===== config.mk =====
export PLATFORM = sky130hd
export DESIGN_NAME = rtr_rr_scheduler_flat
export DESIGN_NICKNAME = d
export VERILOG_FILES = /design/src/rtl/rtr_rr_scheduler_pkg.sv /design/src/rtl/rtr_rr_scheduler_if.sv /design/src/rtl/rtr_rr_scheduler_rr_pick.sv /design/src/rtl/rtr_rr_scheduler.sv /design/src/flat_wrapper.sv
export SDC_FILE = /design/constraint.sdc
export NUM_CORES = 1
export LEC_CHECK = 0
export CORE_MARGIN = 5
export CORE_UTILIZATION = 44
export DETAILED_ROUTE_END_ITERATION = 6
export PLACE_DENSITY = 0.9
export SLEW_MARGIN = 20
export SYNTH_ARGS = -nofsm -noshare
export SYNTH_HDL_FRONTEND = slang
export SYNTH_SLANG_ARGS = --single-unit

===== constraint.sdc =====
create_clock -name clk -period 8.45 [get_ports clk]
set_input_delay 1.69 -clock clk [delete_from_list [all_inputs] [get_ports clk]]
set_output_delay 1.69 -clock clk [all_outputs]
set_load 0.02 [all_outputs]

===== src/rtl/rtr_rr_scheduler_pkg.sv =====
// Shared types and helpers for the router round-robin scheduler.
package rtr_sched_pkg;

  // Width of the target output port id carried in the top byte of a packet.
  localparam int PORT_ID_W   = 8;
  localparam int N_PORTS_DEF = 4;

  // Widest packet the target-field helper accepts.
  localparam int PKT_W_MAX   = 512;

  typedef enum logic [1:0] {
    IDLE = 2'd0,
    PUSH = 2'd1,
    POP  = 2'd2,
    DROP = 2'd3
  } sched_state_e;

  // Extracts the target port id from the top PORT_ID_W bits of a packet of width pkt_w.
  // The packet is passed zero-extended to PKT_W_MAX.
  function automatic logic [PORT_ID_W-1:0] target_field(input logic [PKT_W_MAX-1:0] pkt,
                                                        input int pkt_w);
    logic [PKT_W_MAX-1:0] shifted;
    shifted = pkt >> (pkt_w - PORT_ID_W);
    return shifted[PORT_ID_W-1:0];
  endfunction

endpackage


===== src/rtl/rtr_rr_scheduler_if.sv =====
// Transfer-path bundle between the terminal inputs, the scheduler and the output FIFOs.
interface rtr_rr_scheduler_if #(
  parameter int pckg_sz = 40,
  parameter int N_PORTS = rtr_sched_pkg::N_PORTS_DEF
);
  logic [N_PORTS-1:0] pndng_i;
  logic [pckg_sz-1:0] Data_out_i [N_PORTS];
  logic [N_PORTS-1:0] full_o;
  logic [1:0]         Trn;
  logic               push_i;
  logic               pop_i;
  logic [pckg_sz-1:0] Data_in_i;

  // Scheduler side: drives the grant and strobes.
  modport master (
    input  pndng_i, Data_out_i, full_o,
    output Trn, push_i, pop_i, Data_in_i
  );

  // Router side: terminal inputs and output FIFOs.
  modport slave (
    output pndng_i, Data_out_i, full_o,
    input  Trn, push_i, pop_i, Data_in_i
  );
endinterface


===== src/rtl/rtr_rr_scheduler_rr_pick.sv =====
// Rotating-priority picker: first asserted request after ptr wins.
// N_PORTS must be a power of two so the index add wraps naturally.
module rr_pick #(
  parameter int N_PORTS = 4,
  parameter int IDX_W   = 2
) (
  input  logic [N_PORTS-1:0] req,
  input  logic [IDX_W-1:0]   ptr,
  output logic [IDX_W-1:0]   gnt_idx,
  output logic               gnt_vld
);

  logic [IDX_W-1:0] idx;

  // Walk from lowest to highest priority so the last hit (ptr+1 side) wins.
  always_comb begin
    gnt_idx = '0;
    gnt_vld = 1'b0;
    idx     = '0;
    for (int k = N_PORTS; k >= 1; k--) begin
      idx = ptr + IDX_W'(k);
      if (req[idx]) begin
        gnt_idx = idx;
        gnt_vld = 1'b1;
      end
    end
  end

endmodule


===== src/rtl/rtr_rr_scheduler.sv =====
// Round-robin scheduler sharing one router transfer path between its terminal inputs.
// One packet per grant: PUSH to the target FIFO, then POP the source; invalid targets are dropped.
module rtr_rr_scheduler
  import rtr_sched_pkg::*;
#(
  parameter int pckg_sz = 40,
  parameter int N_PORTS = N_PORTS_DEF,
  parameter int CNT_W   = 16
) (
  input  logic                 clk,
  input  logic                 rst,
  rtr_rr_scheduler_if.master   bus,
  output logic                 busy,
  output logic [CNT_W-1:0]     pkt_cnt,
  output logic [7:0]           drop_cnt,
  output logic                 drop_pulse
);

  localparam int IDX_W = $clog2(N_PORTS);

  sched_state_e         state_reg, state_next;
  logic [IDX_W-1:0]     ptr_reg;
  logic [IDX_W-1:0]     trn_reg;
  logic [pckg_sz-1:0]   data_reg;
  logic [CNT_W-1:0]     pkt_cnt_reg;
  logic [7:0]           drop_cnt_reg;

  logic [PORT_ID_W-1:0] tgt_arr [N_PORTS];
  logic [N_PORTS-1:0]   cand;
  logic [IDX_W-1:0]     gnt_idx;
  logic                 gnt_vld;
  logic                 win_drop;

  // An input competes if it is pending and either its target has room or the
  // target is invalid (those go straight to the drop path, no FIFO involved).
  for (genvar gi = 0; gi < N_PORTS; gi++) begin : g_cand
    assign tgt_arr[gi] = target_field(PKT_W_MAX'(bus.Data_out_i[gi]), pckg_sz);
    assign cand[gi]    = bus.pndng_i[gi] &&
                         ((tgt_arr[gi] >= PORT_ID_W'(N_PORTS)) ||
                          !bus.full_o[tgt_arr[gi][IDX_W-1:0]]);
  end

  rr_pick #(
    .N_PORTS (N_PORTS),
    .IDX_W   (IDX_W)
  ) u_pick (
    .req     (cand),
    .ptr     (ptr_reg),
    .gnt_idx (gnt_idx),
    .gnt_vld (gnt_vld)
  );

  assign win_drop = tgt_arr[gnt_idx] >= PORT_ID_W'(N_PORTS);

  // Next-state: one grant per IDLE evaluation, fixed PUSH->POP or DROP sequence.
  always_comb begin
    state_next = state_reg;
    case (state_reg)
      IDLE:    if (gnt_vld) state_next = win_drop ? DROP : PUSH;
      PUSH:    state_next = POP;
      POP:     state_next = IDLE;
      DROP:    state_next = IDLE;
      default: state_next = IDLE;
    endcase
  end

  // State, grant latch, rr pointer and counters.
  always_ff @(posedge clk) begin
    if (rst) begin
      state_reg    <= IDLE;
      ptr_reg      <= IDX_W'(N_PORTS - 1);
      trn_reg      <= '0;
      data_reg     <= '0;
      pkt_cnt_reg  <= '0;
      drop_cnt_reg <= '0;
    end else begin
      state_reg <= state_next;
      if (state_reg == IDLE && gnt_vld) begin
        trn_reg <= gnt_idx;
        if (!win_drop) data_reg <= bus.Data_out_i[gnt_idx];
      end
      // The pointer only advances once the source is actually popped.
      if (state_reg == POP) begin
        ptr_reg     <= trn_reg;
        pkt_cnt_reg <= pkt_cnt_reg + CNT_W'(1);
      end
      if (state_reg == DROP) begin
        ptr_reg <= trn_reg;
        if (drop_cnt_reg != 8'hFF) drop_cnt_reg <= drop_cnt_reg + 8'd1;
      end
    end
  end

  // Strobes decode straight from the registered state, so they are one cycle each
  // and mutually exclusive by construction.
  assign bus.push_i    = (state_reg == PUSH);
  assign bus.pop_i     = (state_reg == POP) || (state_reg == DROP);
  assign bus.Trn       = 2'(trn_reg);
  assign bus.Data_in_i = data_reg;
  assign drop_pulse    = (state_reg == DROP);
  assign busy          = (state_reg != IDLE);
  assign pkt_cnt       = pkt_cnt_reg;
  assign drop_cnt      = drop_cnt_reg;

endmodule


===== src/flat_wrapper.sv =====
// flat-port wrapper written by rule: the top's interface ports become plain ports
module rtr_rr_scheduler_flat import rtr_sched_pkg::*;
#(
  parameter int pckg_sz = 40,
  parameter int N_PORTS = N_PORTS_DEF,
  parameter int CNT_W   = 16
)
  (clk, rst, busy, pkt_cnt, drop_cnt, drop_pulse, bus_pndng_i, bus_Data_out_i, bus_full_o, bus_Trn, bus_push_i, bus_pop_i, bus_Data_in_i);
  rtr_rr_scheduler_if #(.pckg_sz(pckg_sz), .N_PORTS(N_PORTS)) bus_i ();
  input  logic clk;
  input  logic rst;
  output logic busy;
  output logic [CNT_W-1:0] pkt_cnt;
  output logic [7:0] drop_cnt;
  output logic drop_pulse;
  input wire logic [$bits(bus_i.pndng_i)-1:0] bus_pndng_i;
  input wire logic [$bits(bus_i.Data_out_i)-1:0] bus_Data_out_i;
  input wire logic [$bits(bus_i.full_o)-1:0] bus_full_o;
  output wire logic [$bits(bus_i.Trn)-1:0] bus_Trn;
  output wire logic [$bits(bus_i.push_i)-1:0] bus_push_i;
  output wire logic [$bits(bus_i.pop_i)-1:0] bus_pop_i;
  output wire logic [$bits(bus_i.Data_in_i)-1:0] bus_Data_in_i;
  assign bus_i.pndng_i = bus_pndng_i;
  assign bus_i.Data_out_i = {>>{bus_Data_out_i}};
  assign bus_i.full_o = bus_full_o;
  assign bus_Trn = bus_i.Trn;
  assign bus_push_i = bus_i.push_i;
  assign bus_pop_i = bus_i.pop_i;
  assign bus_Data_in_i = bus_i.Data_in_i;
  rtr_rr_scheduler #(.pckg_sz(pckg_sz), .N_PORTS(N_PORTS), .CNT_W(CNT_W)) u_core (.clk(clk), .rst(rst), .bus(bus_i), .busy(busy), .pkt_cnt(pkt_cnt), .drop_cnt(drop_cnt), .drop_pulse(drop_pulse));
endmodule

==> flow_summary.yaml <==
run_status:
  status: "completed"
setup_path:
  critPathLaunch: "bus_Data_out_i[112]"
  arrival_ns: 5.32
  rrSetupSlack_ns: 5.69
  start_kind: "input pin"
  cp.required_ns: 8.72
  reg2reg_from: "u_core.ptr_reg[1]"
  endpoint: "u_core.bus.Data_in_i[20]"
  crit_chain: "clkdlybuf4s50_1 -> mux4_2 -> a31oi_1 -> nor2_1 -> o211ai_4 -> nor2b_1 -> a22o_4 -> mux2i_1"
  path_buf_inv: 1
  reg2regPathDepth: 5
  reg2reg_to: "u_core.bus.Data_in_i[20]"
  crit_path_max_fanout: 40
  cp.depth: 8
  worst_setup_path_end_kind: "register"
  critical-path-slowest-cell: "o211ai_4"
  path_class: "in2reg"
  cp_slowest_stage_delay_ns: 0.91
  crit_family: "compound AO/OA/AOI/OAI gates"
drt:
  vias: 4702
  totalWireLength_mm: 15.7
  drt-pass1-iter-count: 4
  ant_nets: 0
  wl_per_cell_um: 19.0
  drc: 0
  routed_via_density: 5.67
  drtIter0Drc: 238
pwr:
  power.density_mw_per_mm2: 128
  leakage_nw: 2.62
  vdd_drop_max_uv: 82.9
grt:
  grt_pass1_vias: 4879
  track_usage_pct: 23.6
  antenna_found_initial: 0
  grt_max_degree: 77
  grt_pass1_wl_mm: 24.5
  grt-ovfl-total: 0
timing:
  setup_viol: 0
  period_needed_ns: 5.05
  hold_violations: 0
  rsz0062_at_grt: "no"
  fin_setup_tns_ns: 0
  maxSlewViolCount: 0
  skew_ns: 0.00888
  whs_ns: 0.460
  fmax_mhz: 198
  fin_crit_sh_pct: 59.8
  tightestPinTransition_ns: 1.11
  relSlewSlack_pct: 25.8
synth:
  synth_async_sr_flop_share_pct: 0
  synth_top_area_cell: "dfxtp_1"
  syn_avg_cell_area_um2: 9.59
  synth_nets: 654
  synth_top_area_share_pct: 30.3
  synth_cell_types: 50
  synth-seq-area-share_pct: 30.3
  syn-cell-area_mm2: 0.00462
  synth-seq-cells: 70
  yosysMostFrequentCell: "mux2i_1"
  synthTopCellsByCount: "mux2i_1, dfxtp_1, nand2_1"
  synth_cells: 482
  synthTopCellsByArea: "dfxtp_1, mux2i_1, a2111o_1"
  ys.flop_type: "dfxtp_1"
  synth_edf_count: 0
  ys.warnings.count: 0
floorplanning:
  io_pins: 240
  initial_utilization_pct: 45.0
  core-area_mm2: 0.0103
  chipWidth_um: 113
  dieArea_mm2: 0.0127
  rows: 37
  dieHeight_um: 113
finish:
  largest_reg_flops: 40
  fin_nets: 860
  layout-drive-gt1-share_pct: 6.64
  syn2layout_area_growth_pct: 55.3
  antenna_cells: 0
  fillers: 810
min_path:
  hp-class: "reg2reg"
clocking:
  numCtsBuffers: 9
  cts-resized-gates: 0
  clk_latency_ns: 0.34
  htreeDepth: 3
  holdBufCountCts: 0
  cts_tree: "built"
  cts-root-buf: "clkbuf_8"
  path_clk_slew_ns: 0.08
  cts_buffer_depth: 2
  cts_sinks: 70
  cts_setup_buffers: 0
place:
  port_buffers: 239
  finalWeightedCongestion: 0.945
  hpwlAfterDp_mm: 11.8
job:
  maxCapViolations: 0
==> through the flow <==
step	setup WS (ns)	instance area [µm²]	total power [mW]	util [%]	instances
after floorplan	4.59	4620	0.547	-	482
after global placement	2.90	6990	0.663	68.0	813
after detailed placement	3.09	7000	0.672	68.1	813
after CTS	3.45	7180	0.923	69.9	829
after global routing	3.19	7180	0.962	69.9	829
final	3.40	7180	0.917	69.9	829
==> worst min path at each step <==
stage | startpoint | to | slack, ns | cells past startpoint
5_1_grt | u_core.bus.Data_in_i[30] | u_core.bus.Data_in_i[30] | 0.48 | 2
3_3_place_gp | u_core.bus.Data_in_i[9] | u_core.bus.Data_in_i[9] | 0.44 | 2
3_5_place_dp | u_core.bus.Data_in_i[2] | u_core.bus.Data_in_i[2] | 0.45 | 2
6_report | u_core.bus.Data_in_i[23] | u_core.bus.Data_in_i[23] | 0.46 | 2
2_1_floorplan | u_core.state_reg[0] | u_core.state_reg[1] | 0.49 | 1
4_1_cts | u_core.bus.Data_in_i[23] | u_core.bus.Data_in_i[23] | 0.46 | 2
==> power by group <==
part | internal, mW | switching (mW)
clock | 0.116 | 0.135
combinational | 0.172 | 0.147
sequential | 0.337 | 0.00893
==> worst min-delay path, delay by kind of cell (launching register included) <==
family	cells	cell delay, ns
flip-flops	1	0.31
AND/OR/NAND/NOR	1	0.05
multiplexers	1	0.05
==> cell usage in the layout (no fill, tap or decap), types with 3 or more instances in the layout <==
cell	synthesis	layout
mux4_2	4	4
a31oi_1	3	3
xnor2_1	5	5
nor2_1	33	33
buf_4	5	5
clkbuf_8	0	10
nand4_1	5	5
nor4bb_1	34	34
nor2b_1	4	4
nor4b_1	34	34
nand3_1	7	7
clkdlybuf4s50_1	0	238
nor3b_2	6	6
and4_1	3	3
mux2i_1	76	76
dfxtp_1	70	70
inv_1	4	4
a21oi_1	4	4
and2_1	3	3
and3_1	5	5
nand2_1	51	51
a2111o_1	34	34
xor2_1	15	15
==> logic make-up after synthesis <==
logic type               count (synthesis)  share of synthesized area, %
XOR/XNOR                                20                          3.79
flip-flops                              70                          30.3
buffers and inverters                   54                          5.63
AO/OA/AOI/OAI                           60                          13.5
AND/OR/NAND/NOR                        196                          27.8
multiplexers                            80                          18.4
adder cells (fa/ha/maj)                  2                         0.541
==> per-layer routing <==
layer  track usage, %  wire, µm  vias up
met4             8.41       374        0
li1                 -         -     2252
met2             43.1      7980      206
met5                0         0        -
met1             25.5      6100     2216
met3             7.55      1270       28
==> final cells by class <==
| type | count | area, µm² | area share (%) |
|---|---|---|---|
| Inverter | 5 | 18.8 | 0.261 |
| Multi-Input combinational cell | 358 | 2980 | 41.5 |
| Clock buffer | 10 | 138 | 1.92 |
| Clock inverter | 6 | 46.3 | 0.645 |
| Sequential cell | 70 | 1400 | 19.5 |
| Tap cell | 136 | 170 | 2.37 |
| Timing Repair Buffer | 244 | 2420 | 33.8 |
(Power assumes the default switching activity.)
